File: src/rtl/serial_subtractor.sv
// Multi-cycle unsigned subtractor: Diff = A - B - Bin, computed CHUNK bits per cycle
// with the borrow carried in a register, behind valid/ready handshakes on both sides.
module serial_subtractor #(
    parameter int N     = 32,
    parameter int CHUNK = 8
) (
    input  logic         clk,
    input  logic         rst_n,
    input  logic         in_valid,
    output logic         in_ready,
    input  logic [N-1:0] A,
    input  logic [N-1:0] B,
    input  logic         Bin,
    output logic         out_valid,
    input  logic         out_ready,
    output logic [N-1:0] Diff,
    output logic         Bout,
    output logic         busy
);

    localparam int M  = N / CHUNK;
    localparam int KW = (M > 1) ? $clog2(M) : 1;
    localparam logic [KW-1:0] K_LAST = KW'(M - 1);

    typedef enum logic [1:0] {
        IDLE = 2'd0,
        RUN  = 2'd1,
        DONE = 2'd2
    } state_t;

    state_t           state;
    logic [N-1:0]     a_q;
    logic [N-1:0]     b_q;
    logic             borrow_q;
    logic [KW-1:0]    k_q;

    int unsigned      base;
    logic [CHUNK-1:0] a_chunk;
    logic [CHUNK-1:0] b_chunk;
    logic [CHUNK:0]   sum;

    // Subtraction as A + ~B + ~borrow; the carry out of each chunk is the inverted borrow.
    always_comb begin
        base    = int'(k_q) * CHUNK;
        a_chunk = a_q[base +: CHUNK];
        b_chunk = b_q[base +: CHUNK];
        sum     = {1'b0, a_chunk} + {1'b0, ~b_chunk} + {{CHUNK{1'b0}}, ~borrow_q};
    end

    // NOTE: state is updated with non-blocking assignments so every register sees
    // the pre-edge values of the others, independent of statement order.
    always_ff @(posedge clk or negedge rst_n) begin
        if (!rst_n) begin
            state     <= IDLE;
            in_ready  <= 1'b1;
            out_valid <= 1'b0;
            busy      <= 1'b0;
            Diff      <= '0;
            Bout      <= 1'b0;
            a_q       <= '0;
            b_q       <= '0;
            borrow_q  <= 1'b0;
            k_q       <= '0;
        end else begin
            case (state)
                IDLE: begin
                    if (in_valid) begin
                        a_q      <= A;
                        b_q      <= B;
                        borrow_q <= Bin;
                        Diff     <= '0;
                        k_q      <= '0;
                        in_ready <= 1'b0;
                        busy     <= 1'b1;
                        state    <= RUN;
                    end
                end
                RUN: begin
                    Diff[base +: CHUNK] <= sum[CHUNK-1:0];
                    borrow_q            <= ~sum[CHUNK];
                    if (k_q == K_LAST) begin
                        Bout      <= ~sum[CHUNK];
                        out_valid <= 1'b1;
                        state     <= DONE;
                    end else begin
                        k_q <= k_q + 1'b1;
                    end
                end
                DONE: begin
                    if (out_ready) begin
                        out_valid <= 1'b0;
                        in_ready  <= 1'b1;
                        busy      <= 1'b0;
                        state     <= IDLE;
                    end
                end
                default: begin
                    out_valid <= 1'b0;
                    in_ready  <= 1'b1;
                    busy      <= 1'b0;
                    state     <= IDLE;
                end
            endcase
        end
    end

endmodule

File: config.mk
export PLATFORM = sky130hd
export DESIGN_NAME = serial_subtractor
export DESIGN_NICKNAME = d
export VERILOG_FILES = /design/src/rtl/serial_subtractor.sv
export SDC_FILE = /design/constraint.sdc
export NUM_CORES = 1
export LEC_CHECK = 0
export BUFFER_PORTS_ARGS = -buffer_cell sky130_fd_sc_hd__buf_4
export CAP_MARGIN = 40
export CORE_UTILIZATION = 55
export DETAILED_ROUTE_END_ITERATION = 8
export HOLD_SLACK_MARGIN = 0.15
export MAX_ROUTING_LAYER = met4
export PLACE_DENSITY = 0.79
export SYNTH_ARGS = -nofsm -noshare
export SYNTH_HDL_FRONTEND = slang
export SYNTH_SLANG_ARGS = --single-unit
File: constraint.sdc
create_clock -name clk -period 3 [get_ports clk]
set_input_delay 0.45 -clock clk [delete_from_list [all_inputs] [get_ports clk]]
set_output_delay 0.45 -clock clk [all_outputs]
set_load 0.05 [all_outputs]
**After elaboration in Yosys (flattened, before gate mapping)**

Cells that the tools add are included.

- Flip-flop bits (word level): 105
- Input port bits: 69
- Output and inout port bits: 36
- Word-level logic and storage cells: 59

- Add/subtract/negate cells: 4
- Equal/unequal tests: 7
- Shift-type cells: 4
- Multiplexer cells: 20
- Bitwise gates (word level): 5
- Reduce and logical (&&, ||, !) cells: 9

Operators by type and width:

| cell | count |
|---|---|
| $pmux 32 s2 | 1 |
| $shiftx 32x6->8 | 2 |
| $neg 5->34 | 1 |
| $shift 8x34->32 const A | 1 |
| $shiftx 8x34->32 | 1 |
| $bwmux 32 | 1 |
| $mux 32 | 1 |
| $reduce_and 3->1 | 4 |
| $mux 2 | 5 |
| $add 8x8->9 | 1 |
| $add 9x1->9 | 1 |
| $pmux 1 s3 | 3 |
| $ne 2x2->1 const B | 4 |
| $not 8->8 | 1 |
| $mux 1 | 6 |
| $pmux 2 s3 | 1 |
| $reduce_and 2->1 | 3 |
| $eq 2x2->1 const B | 2 |
| $not 1->1 | 4 |
| $pmux 2 s2 | 1 |
| $add 2x1->2 const B | 1 |
| $eq 2x1->1 const B | 1 |
| $logic_not 2->1 | 1 |
| $pmux 1 s2 | 1 |
| $reduce_bool 2->1 | 1 |

**Longest topological paths before layout**

Gate-level depths: netlist of the first run.

- Depth after elaboration: 7
- Mapped depth: 11
- Gate-level depth less buffers: 10

**Worst setup path after synthesis of the first run**

OpenSTA, ideal clock, no wires.

- Kind: reg2reg
- Start: reg k_q[0]
- End: reg Diff[14]
- Setup time: 121 ps
- Arrival: 2,588 ps
- Required time: 2,879 ps
- Path slack: 291 ps
- Stages on the path, launching flop included: 12
- Buffers on the path: 1
- Period minus slack after synthesis: 2,709 ps
- Cells stage by stage: dfrtp_1 -> buf_4 -> mux4_2 -> inv_1 -> fa_1 -> inv_1 -> fa_1 -> a21oi_1 -> o21bai_1 -> a21oi_1 -> xnor2_1 -> a22o_1

- Cells in the longest elaborated chain, start to end: 7
- Elaborated cells on any way between the ends: 10
- Classes of those cells: 3 x add/sub; 4 x shift; 2 x mux; 1 x bitwise

RTL lines:

| item | RTL line | text |
|---|---|---|
| from (decl) | 35 | `logic [KW-1:0] k_q;` |
| from (signal assigned) | 86 | `k_q <= k_q + 1'b1;` |
| $shiftx 32x6->8 | 46 | `b_chunk = b_q[base +: CHUNK];` |
| $not 8->8 | 47 | `sum = {1'b0, a_chunk} + {1'b0, ~b_chunk} + {{CHUNK{1'b0}}, ~borrow_q};` |
| $add 8x8->9 | 47 |  |
| $add 9x1->9 | 47 |  |
| $shiftx 8x34->32 | 79 | `Diff[base +: CHUNK] <= sum[CHUNK-1:0];` |
| $bwmux 32 * | 79 |  |
| $pmux 32 s2 * | 65 | `case (state)` |
| to (signal, indexed assignment) | 79 |  |
| to (decl) | 16 | `output logic [N-1:0] Diff,` |

Every way passes the cells marked *; elsewhere a longest branch is shown, timed or not.
A chain may end at the register's enable or synchronous reset.

**Final worst setup path of the first run**

- Start: reg k_q[0]
- End: reg Diff[20]

The elaborated chain is that of the path after synthesis.

==> results of run 1 <==
-- per-stage QoR --
stage / total power [uW] / std cells / utilization
5_1_grt: 8509 / 571 / 0.7005
3_5_place_dp: 7127 / 554 / 0.6773
3_3_place_gp: 6973 / 553 / 0.6742
2_1_floorplan: 5942 / 346 / -
6_report: 7981 / 571 / 0.7005
4_1_cts: 8013 / 571 / 0.7003
-- power by group --
part | switching [uW] | internal (uW) | total, uW
combinational | 2480 | 2140 | 4620
clock | 494 | 390 | 884
sequential | 438 | 2040 | 2480
total | 3410 | 4570 | 7980
-- repair_timing --
action                                  in CTS  in global routing
hold buffers                                 1                  0
endpoints found under the setup margin       0                 15
resized for setup                            0                  1
hold endpoints to repair                     8                  0
-- state kept, by name (all words and copies together) (netlist names), 2 cells and up --
name / flops
state: 2
a_q: 32
Diff: 32
b_q: 32
k_q: 2
-- kinds of logic after synthesis --
group                      count (synthesis)  synth area share
AOI/OAI and AO/OA                         66           0.09417
adders and majority gates                 13           0.03519
and+or+nand+nor                           45           0.04734
buffers and inverters                     32           0.03519
muxes                                     80            0.2587
xor gates and xnor gates                   5          0.008676
DFF                                      105            0.5207
-- final timing paths --
path / slack (ps) / end / start
max: 250 / Diff[20] / k_q[0]
min: 290 / b_q[18] / B[18]
max reg2reg: 250 / Diff[20] / k_q[0]
min reg2reg: 500 / Diff[16] / Diff[16]
max in group asynchronous: 1710 / a_q[30] / rst_n
min in group asynchronous: 460 / Diff[11] / rst_n
-- critical path, delay by kind of cell (launching register included) --
| family | cells | cell delay (ps) |
|---|---|---|
| AO/OA/AOI/OAI | 3 | 530 |
| XOR/XNOR | 1 | 410 |
| adder cells (fa/ha/maj) | 2 | 600 |
| buffers and inverters | 2 | 150 |
| flip-flops | 1 | 490 |
| multiplexers | 1 | 510 |
-- metal layers --
| metal | global-route usage | vias to the layer above | part of all wire |
|---|---|---|---|
| met1 | 0.3490 | 1623 | 0.48 |
| met5 | - | - | 0 |
| met2 | 0.3492 | 96 | 0.46 |
| li1 | - | 1487 | - |
| met3 | 0.03937 | 17 | 0.043 |
| met4 | 0.07925 | 0 | 0.016 |
-- final cells by class --
class | count | area (um2) | area share
flip-flops and latches | 105 | 2630 | 0.4264
multi-input cells | 209 | 2245 | 0.3639
repair buffers | 115 | 898.4 | 0.1456
well taps | 108 | 135.1 | 0.02191
clock buffers | 10 | 127.6 | 0.02069
inverters | 18 | 67.56 | 0.01095
clock inverters | 6 | 65.06 | 0.01055
-- layout by cell type (no fill, tap or decap), types with 2 or more instances in the layout --
cell type,instances
sky130_fd_sc_hd__a21oi_1,12
sky130_fd_sc_hd__dfrtp_1,103
sky130_fd_sc_hd__nor2_1,7
sky130_fd_sc_hd__mux2_4,60
sky130_fd_sc_hd__clkbuf_8,9
sky130_fd_sc_hd__nand3_1,2
sky130_fd_sc_hd__o21ai_0,12
sky130_fd_sc_hd__a22o_1,24
sky130_fd_sc_hd__nor3_2,2
sky130_fd_sc_hd__ha_1,11
sky130_fd_sc_hd__o21ai_1,2
sky130_fd_sc_hd__nor3_1,2
sky130_fd_sc_hd__a21o_1,5
sky130_fd_sc_hd__nand2_1,18
sky130_fd_sc_hd__nand2b_1,5
sky130_fd_sc_hd__o21bai_1,2
sky130_fd_sc_hd__inv_1,18
sky130_fd_sc_hd__o21a_1,3
sky130_fd_sc_hd__xor2_1,2
sky130_fd_sc_hd__fa_1,2
sky130_fd_sc_hd__xnor2_1,3
sky130_fd_sc_hd__o31ai_1,2
sky130_fd_sc_hd__buf_4,112
sky130_fd_sc_hd__clkinv_2,2
sky130_fd_sc_hd__mux4_2,16
sky130_fd_sc_hd__mux2_2,4
sky130_fd_sc_hd__inv_6,2
==> run summary, run 1 <==
The clock period minus final worst setup slack came out at approximately 2700 ps. 105 I/O pins were placed. The total cell area at the placement stage is 0.005964 mm2. The post-synthesis instance area is 0.005049 mm2. The number of max-slew violations in the final report is 0. Of all cell types, the one taking the most synthesized area is sky130_fd_sc_hd__dfrtp_1. The height of the die came out at between 90 and 100 um.

The floorplan die width is 97.81 um. The prevailing post-synth register cell is sky130_fd_sc_hd__dfrtp_1. The count of port buffers added during placement came out at ~100. Hold is met by 290.0 ps.

The synthesized netlist cell count is 346. The post-CTS repair timing setup buffer count is 0. The number of cells on the worst reg-to-reg path came out at 9. Yosys printed 0 warnings. The starting density of the core is 0.5733.

The timing-limited maximum frequency came out at 0.3641 GHz. The die covers 0.009567 mm2. Entering global routing, the biggest net connects 64 pins. The first-pass GRT wire length is 17090 um. The critical path in this run is classified as flop to flop. The residual overflow from global routing is 0. Among all cell types in the netlist, the one instantiated most often is sky130_fd_sc_hd__dfrtp_1. The average size of a mapped cell came out at ~15 um2. The share of layout cells above drive strength 1 came out at 0.4708. Setup repair after global routing left no endpoint under its margin. For this run, the total global-route usage over all layers was measured as 0.2404.

The final instance area is 0.006168 mm2. The maximum fanout along the worst path is 7. The flow ran to the end, but the final reports show violations. The buffer depth of the longest clock path is 2.

The via count came out at between 3000 and 4000. The total number of nets in the final design came out at 540. The count of antenna-violating nets left after detailed routing came out at 0.

By count the netlist is led by 104 x sky130_fd_sc_hd__dfrtp_1, 60 x sky130_fd_sc_hd__mux2_4, 24 x sky130_fd_sc_hd__a22o_1, 18 x sky130_fd_sc_hd__inv_1, 18 x sky130_fd_sc_hd__nand2_1. The synthesis-to-layout area growth is 22.18%. The count of state elements after synthesis is 105.

The count of flip-flops with a built-in enable after synthesis came out at 0. The number of CTS-inserted buffers is 9. Across the routed clock network, the largest skew measured is 15.99 ps. The total core area is 0.008806 mm2. The critical path arrival came out at 3060 ps. The worst setup path is captured at a flop. The first-iteration detailed-routing DRC count is 128. The number of antenna violations at the first check in global routing is 0.

The number of global-route vias before repair is 3250. Dividing the final minimum period by the clock period gives 0.9156. The number of max-cap violations came out at 0. The final total negative setup slack is 0 ps. The number of design rule violations left after detail routing came out at 11. The routed length per instance came out at 17.93 um. The tree is rooted in a sky130_fd_sc_hd__clkbuf_8. Setup slack on the critical path of the routed design comes to 253.2 ps. After clock tree synthesis, the clock-pin slew on the worst setup and hold paths is ~100 ps. The number of inserted diodes came out at 0. On the worst path, the slowest cell contributes a delay of slightly above 500 ps. The worst hold path belongs to the class primary input to flop. The total number of clock tree sinks is ~110. OpenSTA, run right after detailed placement, puts the worst setup slack at 159.8 ps.

The required time at the worst-slack endpoint is roughly 3300 ps. The worst hold path passes through 2 cells. For this block, the routed nets add up to 10240 um of wire. The TritonCTS clock tree is yes. The critical path goes through mux4_2 > inv_1 > fa_1 > inv_1 > fa_1 > a21oi_1 > o21bai_1 > xor2_1 > a22o_1. The later-pin clock latency in the skew report came out at ~380 ps. The number of H-tree levels is 3. Row generation in the floorplan step produced 34 rows. The worst setup path is launched from a flop.

After synthesis, the cell types taking the most area are sky130_fd_sc_hd__dfrtp_1 52%, sky130_fd_sc_hd__mux2_4 18%, sky130_fd_sc_hd__mux4_2 7.1%, sky130_fd_sc_hd__a22o_1 4.2%, sky130_fd_sc_hd__ha_1 2.7%. For this run, the detailed router's first-pass iteration total came to 6. The synthesized netlist net count is 428. The slew of the pin with the lowest slew margin is roughly 590 ps. The post-DP HPWL is 7752 um. The total power per unit cell area is around 1300 mW/mm2. The detail-routed via count per cell is 5.644. The share of the Yosys chip area taken by registers is 0.5207. The number of distinct standard cells referenced by the synthesized netlist came out at 41.

The number of filler cells placed in the layout is 593. Of the post-synthesis cell area, the dominant cell type holds 0.5155. After synthesis, the share of flip-flops with an asynchronous set or reset is 1.000. The maximum vdd ir drop is around 0.65 mV. The hold violation count in the final report is 0. Setup violations remaining at the end of the flow were counted as 0. The analysis attributes to cell leakage a power of 0.002990 uW. The master of the slowest instance on the critical path is sky130_fd_sc_hd__mux4_2. The checks that failed: design-rule violations. The congestion estimate from routability-driven global placement came to between 0.8 and 0.9.

In this run the tightest slew margin relative to its limit is 0.6056.
No activity file was read; power rests on OpenSTA's default activity.
==> run 2: changes to the inputs <==
--- a/config.mk
+++ b/config.mk
@@ -5,6 +5,7 @@
 export SDC_FILE = /design/constraint.sdc
 export NUM_CORES = 1
 export LEC_CHECK = 0
+export ABC_AREA = 1
 export BUFFER_PORTS_ARGS = -buffer_cell sky130_fd_sc_hd__buf_4
 export CAP_MARGIN = 40
 export CORE_UTILIZATION = 55
==> run 2 against run 1 <==
The run now ends clean; count of clock-buffer cells in the layout grew 2; wire length rose by 18%; global-route usage up 3.8 points; critical path type unchanged; critical endpoint is now Diff[14]; highest routed layer unchanged.
==> run summary, run 2 <==
The leakage dissipation came out at 0.003294 uW (+10%). The number of H-tree levels came out at 3 (unchanged). The class of the tightest hold or removal check is primary input to flop. The switching power was 3691 uW (+8.2%). The fraction of power consumed by the clock network is 0.109 (-0.002).

The later-pin clock latency in the skew report was 370 ps (about the same). The critical path arrival came out at 3000 ps (-60 ps). The total of endpoints with negative setup slack in the final report was 0 (unchanged). The detailed-router iteration count before antenna repair is 5 (-1). The synthesis-to-layout area growth came out at 20.52%. The floorplan die width is 97.00 um (-0.83%).

The count of instances resized after the clock tree is built came out at 0 (unchanged). The final instance area is 0.005982 mm2 (-3.0%). The slowest stage of the critical path is the sky130_fd_sc_hd__fa_1 cell. The detail-routed via count per cell came out at 5.413 (-4.1%). The I/O pin count is 105 (unchanged).

The buffer depth of the longest clock path is 2 (unchanged). The placer's final routability congestion estimate is 0.9437 (+12%). The maximum vdd ir drop is 0.7089 mV (+9.6%). The count of state elements after synthesis is 105 (unchanged). The prevailing post-synth register cell is sky130_fd_sc_hd__dfrtp_1.

The sequential share of power is 0.319 (+0.008). Of all cell types, the one taking the most synthesized area is sky130_fd_sc_hd__dfrtp_1. The kind of critical path is flop to flop. The power share of the combinational group came out at 0.571 (-0.008).

In the post-synthesis netlist, the cell with the most instances is sky130_fd_sc_hd__nand2_1. The post-placement setup slack came out at 394.6 ps (+234.9 ps). The number of antenna violations at the first check in global routing is 0 (unchanged). The number of inserted diodes is 0 (unchanged).

The signal on the critical path passes through buf_4 > nand2_1 > a32o_1 > fa_1 > inv_1 > fa_1 > nand2_1 > nand2_1 > nand3b_1 > nand2_1 > nand2_1 > nand2_1 > nand4_1 > nand2_1. The worst path setup slack after routing was 298.6 ps (+45.31 ps). The height of the die came out at 97.00 um (-0.83%). The share of layout cells above drive strength 1 came out at 0.2037 (-0.2672).

The number of distinct standard cells referenced by the synthesized netlist is 35 (-15%). The largest registers in the layout are Diff (32), a_q (32), b_q (32). The post-DP HPWL is 8627 um (+11%). The overall die area was 0.009408 mm2 (-1.7%). The count of standard-cell rows came to 34 (unchanged). The routed length per instance came out at 14.82 um (-17%).

STA classifies the critical path endpoint as a flop. The total cell area at the placement stage is 0.005779 mm2 (-3.1%). The library cell used most frequently in the layout, excluding fill and tap cells, is sky130_fd_sc_hd__nand2_1. The number of warning messages in the yosys log is 0 (unchanged). The total power per unit cell area is 1237 mW/mm2 (-4.4%). The number of design rule violations left after detail routing is 0 (-11).

The count of port buffers added during placement came to 104 (unchanged). The via count is 4412 (+37%). The synthesized netlist cell count came out at 606 (+75%). By count the netlist is led by 305 x sky130_fd_sc_hd__nand2_1, 104 x sky130_fd_sc_hd__dfrtp_1, 23 x sky130_fd_sc_hd__o21ai_0, 21 x sky130_fd_sc_hd__nand3_1, 21 x sky130_fd_sc_hd__nor2_1.

The root buffer cell chosen for the clock tree is sky130_fd_sc_hd__clkbuf_8. The fraction of the cycle the final worst path needs is 0.9005 (-0.01510). The peak per-stage delay on the critical path came out at 420 ps (-90 ps). The first-pass GRT wire length is 20380 um (+19%).

The count of antenna-violating nets left after detailed routing came out at 0 (unchanged). The top-area cell type share of the netlist area was 0.5243 (+0.008836). The number of filler cells placed in the layout came out at 715 (+21%). The total track usage is 0.2782 (+0.03780). The hold violation count in the final report is 0 (unchanged). The wire length after detailed routing came out at 12080 um (+18%). The slew of the pin with the lowest slew margin came out at 701.0 ps (+110.9 ps).

The design internal power is 3708 uW (-19%). The timing-limited maximum frequency came out at 0.3702 GHz (+1.7%). The clock slew at the register clock pins of the worst setup and hold paths came to 100 ps (about the same).

After synthesis, the cell types taking the most area are sky130_fd_sc_hd__dfrtp_1 52%, sky130_fd_sc_hd__nand2_1 23%, sky130_fd_sc_hd__ha_1 2.8%, sky130_fd_sc_hd__o21ai_0 2.3%, sky130_fd_sc_hd__nand3_1 2.1%. TritonCTS built the clock tree. The count of flip-flops with a built-in enable after synthesis is 0 (unchanged). The post-synthesis instance area is 0.004964 mm2 (-1.7%). The top cell types in the final layout, fill and taps aside, are 305 x sky130_fd_sc_hd__nand2_1, 109 x sky130_fd_sc_hd__buf_4, 104 x sky130_fd_sc_hd__dfrtp_1, 23 x sky130_fd_sc_hd__o21ai_0. The relative max-transition margin came out at 0.5327 (-0.07291). The total number of nets in the final design came out at 784 (+45%). The number of global-route vias before repair came to 4211 (+30%).

The maximum number of pins on one net before global-route repair came out at 66 (+3.1%). Setup repair after global routing left no endpoint under its margin. The final total negative setup slack is 0 ps (unchanged). The required time at the worst-slack endpoint came out at 3300 ps (about the same).

The clock period minus final worst setup slack is 2701 ps (-45.31 ps). The worst hold slack after final layout came out at 271.8 ps (-18.24 ps). The flow ran to the end, and the final reports show no timing, DRC or antenna violations. The average size of a mapped cell came out at 8.191 um2 (-44%).

The number of max-slew violations in the final report is 0 (unchanged). The synthesized netlist net count came out at 688 (+61%). The number of max-cap violations is 0 (unchanged). The starting density of the core came out at 0.5692 (-0.004163). The maximum fanout along the worst path is 44 (+37). The number of CTS-inserted buffers came out at 9 (unchanged).

The share of synthesized registers carrying an async set or reset came out at 1.000 (unchanged). The residual overflow from global routing was 0 (unchanged). Counting stages on the worst path, the most repeated cell is sky130_fd_sc_hd__nand2_1. The worst setup path is launched from a flop.

The first-iteration detailed-routing DRC count is 287 (+120%). The switching share of power came to 0.4988 (+0.07151). The worst setup skew after layout came out at 15.08 ps (-0.9196 ps). The sequential share of the synthesized area came out at 0.5296 (+0.008925). The total buffers and inverters traversed by the critical path is 2 (unchanged). The total core area came out at 0.008721 mm2 (-0.97%). The cell family with the largest share of critical-path delay is simple AND/OR/NAND/NOR gates.

The total number of clock tree sinks came out at 105 (unchanged).
==> run 2: cell types whose count changed after synthesis, sizes merged, moves of 16 or more <==
| cell | previous run | this run |
|---|---|---|
| a22o | 24 | 2 |
| mux2 | 64 | 0 |
| mux4 | 16 | 0 |
| nand2 | 18 | 308 |
| nand3 | 2 | 21 |
| nor2 | 7 | 26 |
| o21ai | 14 | 32 |
==> run 2: final timing paths <==
check / startpoint / to / slack (ps) / cells past startpoint
setup reg to reg: k_q[0] / Diff[14] / 300 / 14
hold reg to reg: in_ready / in_ready / 480 / 2
max in group asynchronous: rst_n / in_ready / 1590 / 3
min in group asynchronous: rst_n / Diff[15] / 650 / 2
hold / removal: B[20] / b_q[20] / 270 / 3
setup / recovery: k_q[0] / Diff[14] / 300 / 14
==> run 2: cell families (layout without fill, tap and decap cells) <==
group,Yosys count,in the layout,synth area share
flops,105,105,0.5296
simple gates,365,365,0.2959
compound gates,65,65,0.07890
fa+ha+maj,13,13,0.03580
xor+xnor,4,4,0.007060
buf+inv,54,155,0.05268
==> run 2: power groups by stage <==
stage	clock network [uW]	logic [uW]	registers [uW]
after global placement	0	3980	2370
after detailed placement	0	4130	2380
after floorplan	0	2670	2720
after global routing	873	4660	2430
after CTS	813	4160	2360
final	808	4230	2360
==> run 2: layout make-up <==
class	count	area (um2)	area share
Inverter	27	103.9	0.01736
Tap cell	108	135.1	0.02259
Clock inverter	4	27.53	0.004602
Clock buffer	12	145.1	0.02426
Multi-Input combinational cell	447	2073	0.3466
Timing Repair Buffer	112	868.3	0.1452
Sequential cell	105	2629	0.4394
==> run 2: worst register-to-register path, cell delays in order (launching register included) <==
cell	delay, ps
sky130_fd_sc_hd__dfrtp_1	370
sky130_fd_sc_hd__buf_4	390
sky130_fd_sc_hd__nand2_1	90
sky130_fd_sc_hd__a32o_1	280
sky130_fd_sc_hd__fa_1	420
sky130_fd_sc_hd__inv_1	100
sky130_fd_sc_hd__fa_1	210
sky130_fd_sc_hd__nand2_1	60
sky130_fd_sc_hd__nand2_1	80
sky130_fd_sc_hd__nand3b_1	100
sky130_fd_sc_hd__nand2_1	110
sky130_fd_sc_hd__nand2_1	70
sky130_fd_sc_hd__nand2_1	140
sky130_fd_sc_hd__nand4_1	130
sky130_fd_sc_hd__nand2_1	90
==> run 2: stage by stage <==
stage | utilization | std cells | power (uW)
final | 0.6859 | 815 | 7399
after global routing | 0.6859 | 815 | 7955
after CTS | 0.6836 | 814 | 7326
after floorplan | - | 606 | 5387
after detailed placement | 0.6627 | 797 | 6511
after global placement | 0.6627 | 797 | 6348
==> run 2: what timing repair did <==
action	in CTS	in global routing
hold endpoints to repair	7	0
setup endpoints to repair	0	0
hold buffers	1	0
setup buffers	0	0
==> run 2: routing by layer <==
layer / vias to the layer above / global-route usage / share of wire
li1: 2118 / - / -
met1: 2067 / 0.3980 / 0.45
met2: 202 / 0.4139 / 0.46
met3: 25 / 0.03179 / 0.069
met4: 0 / 0.1010 / 0.021
met5: - / - / 0
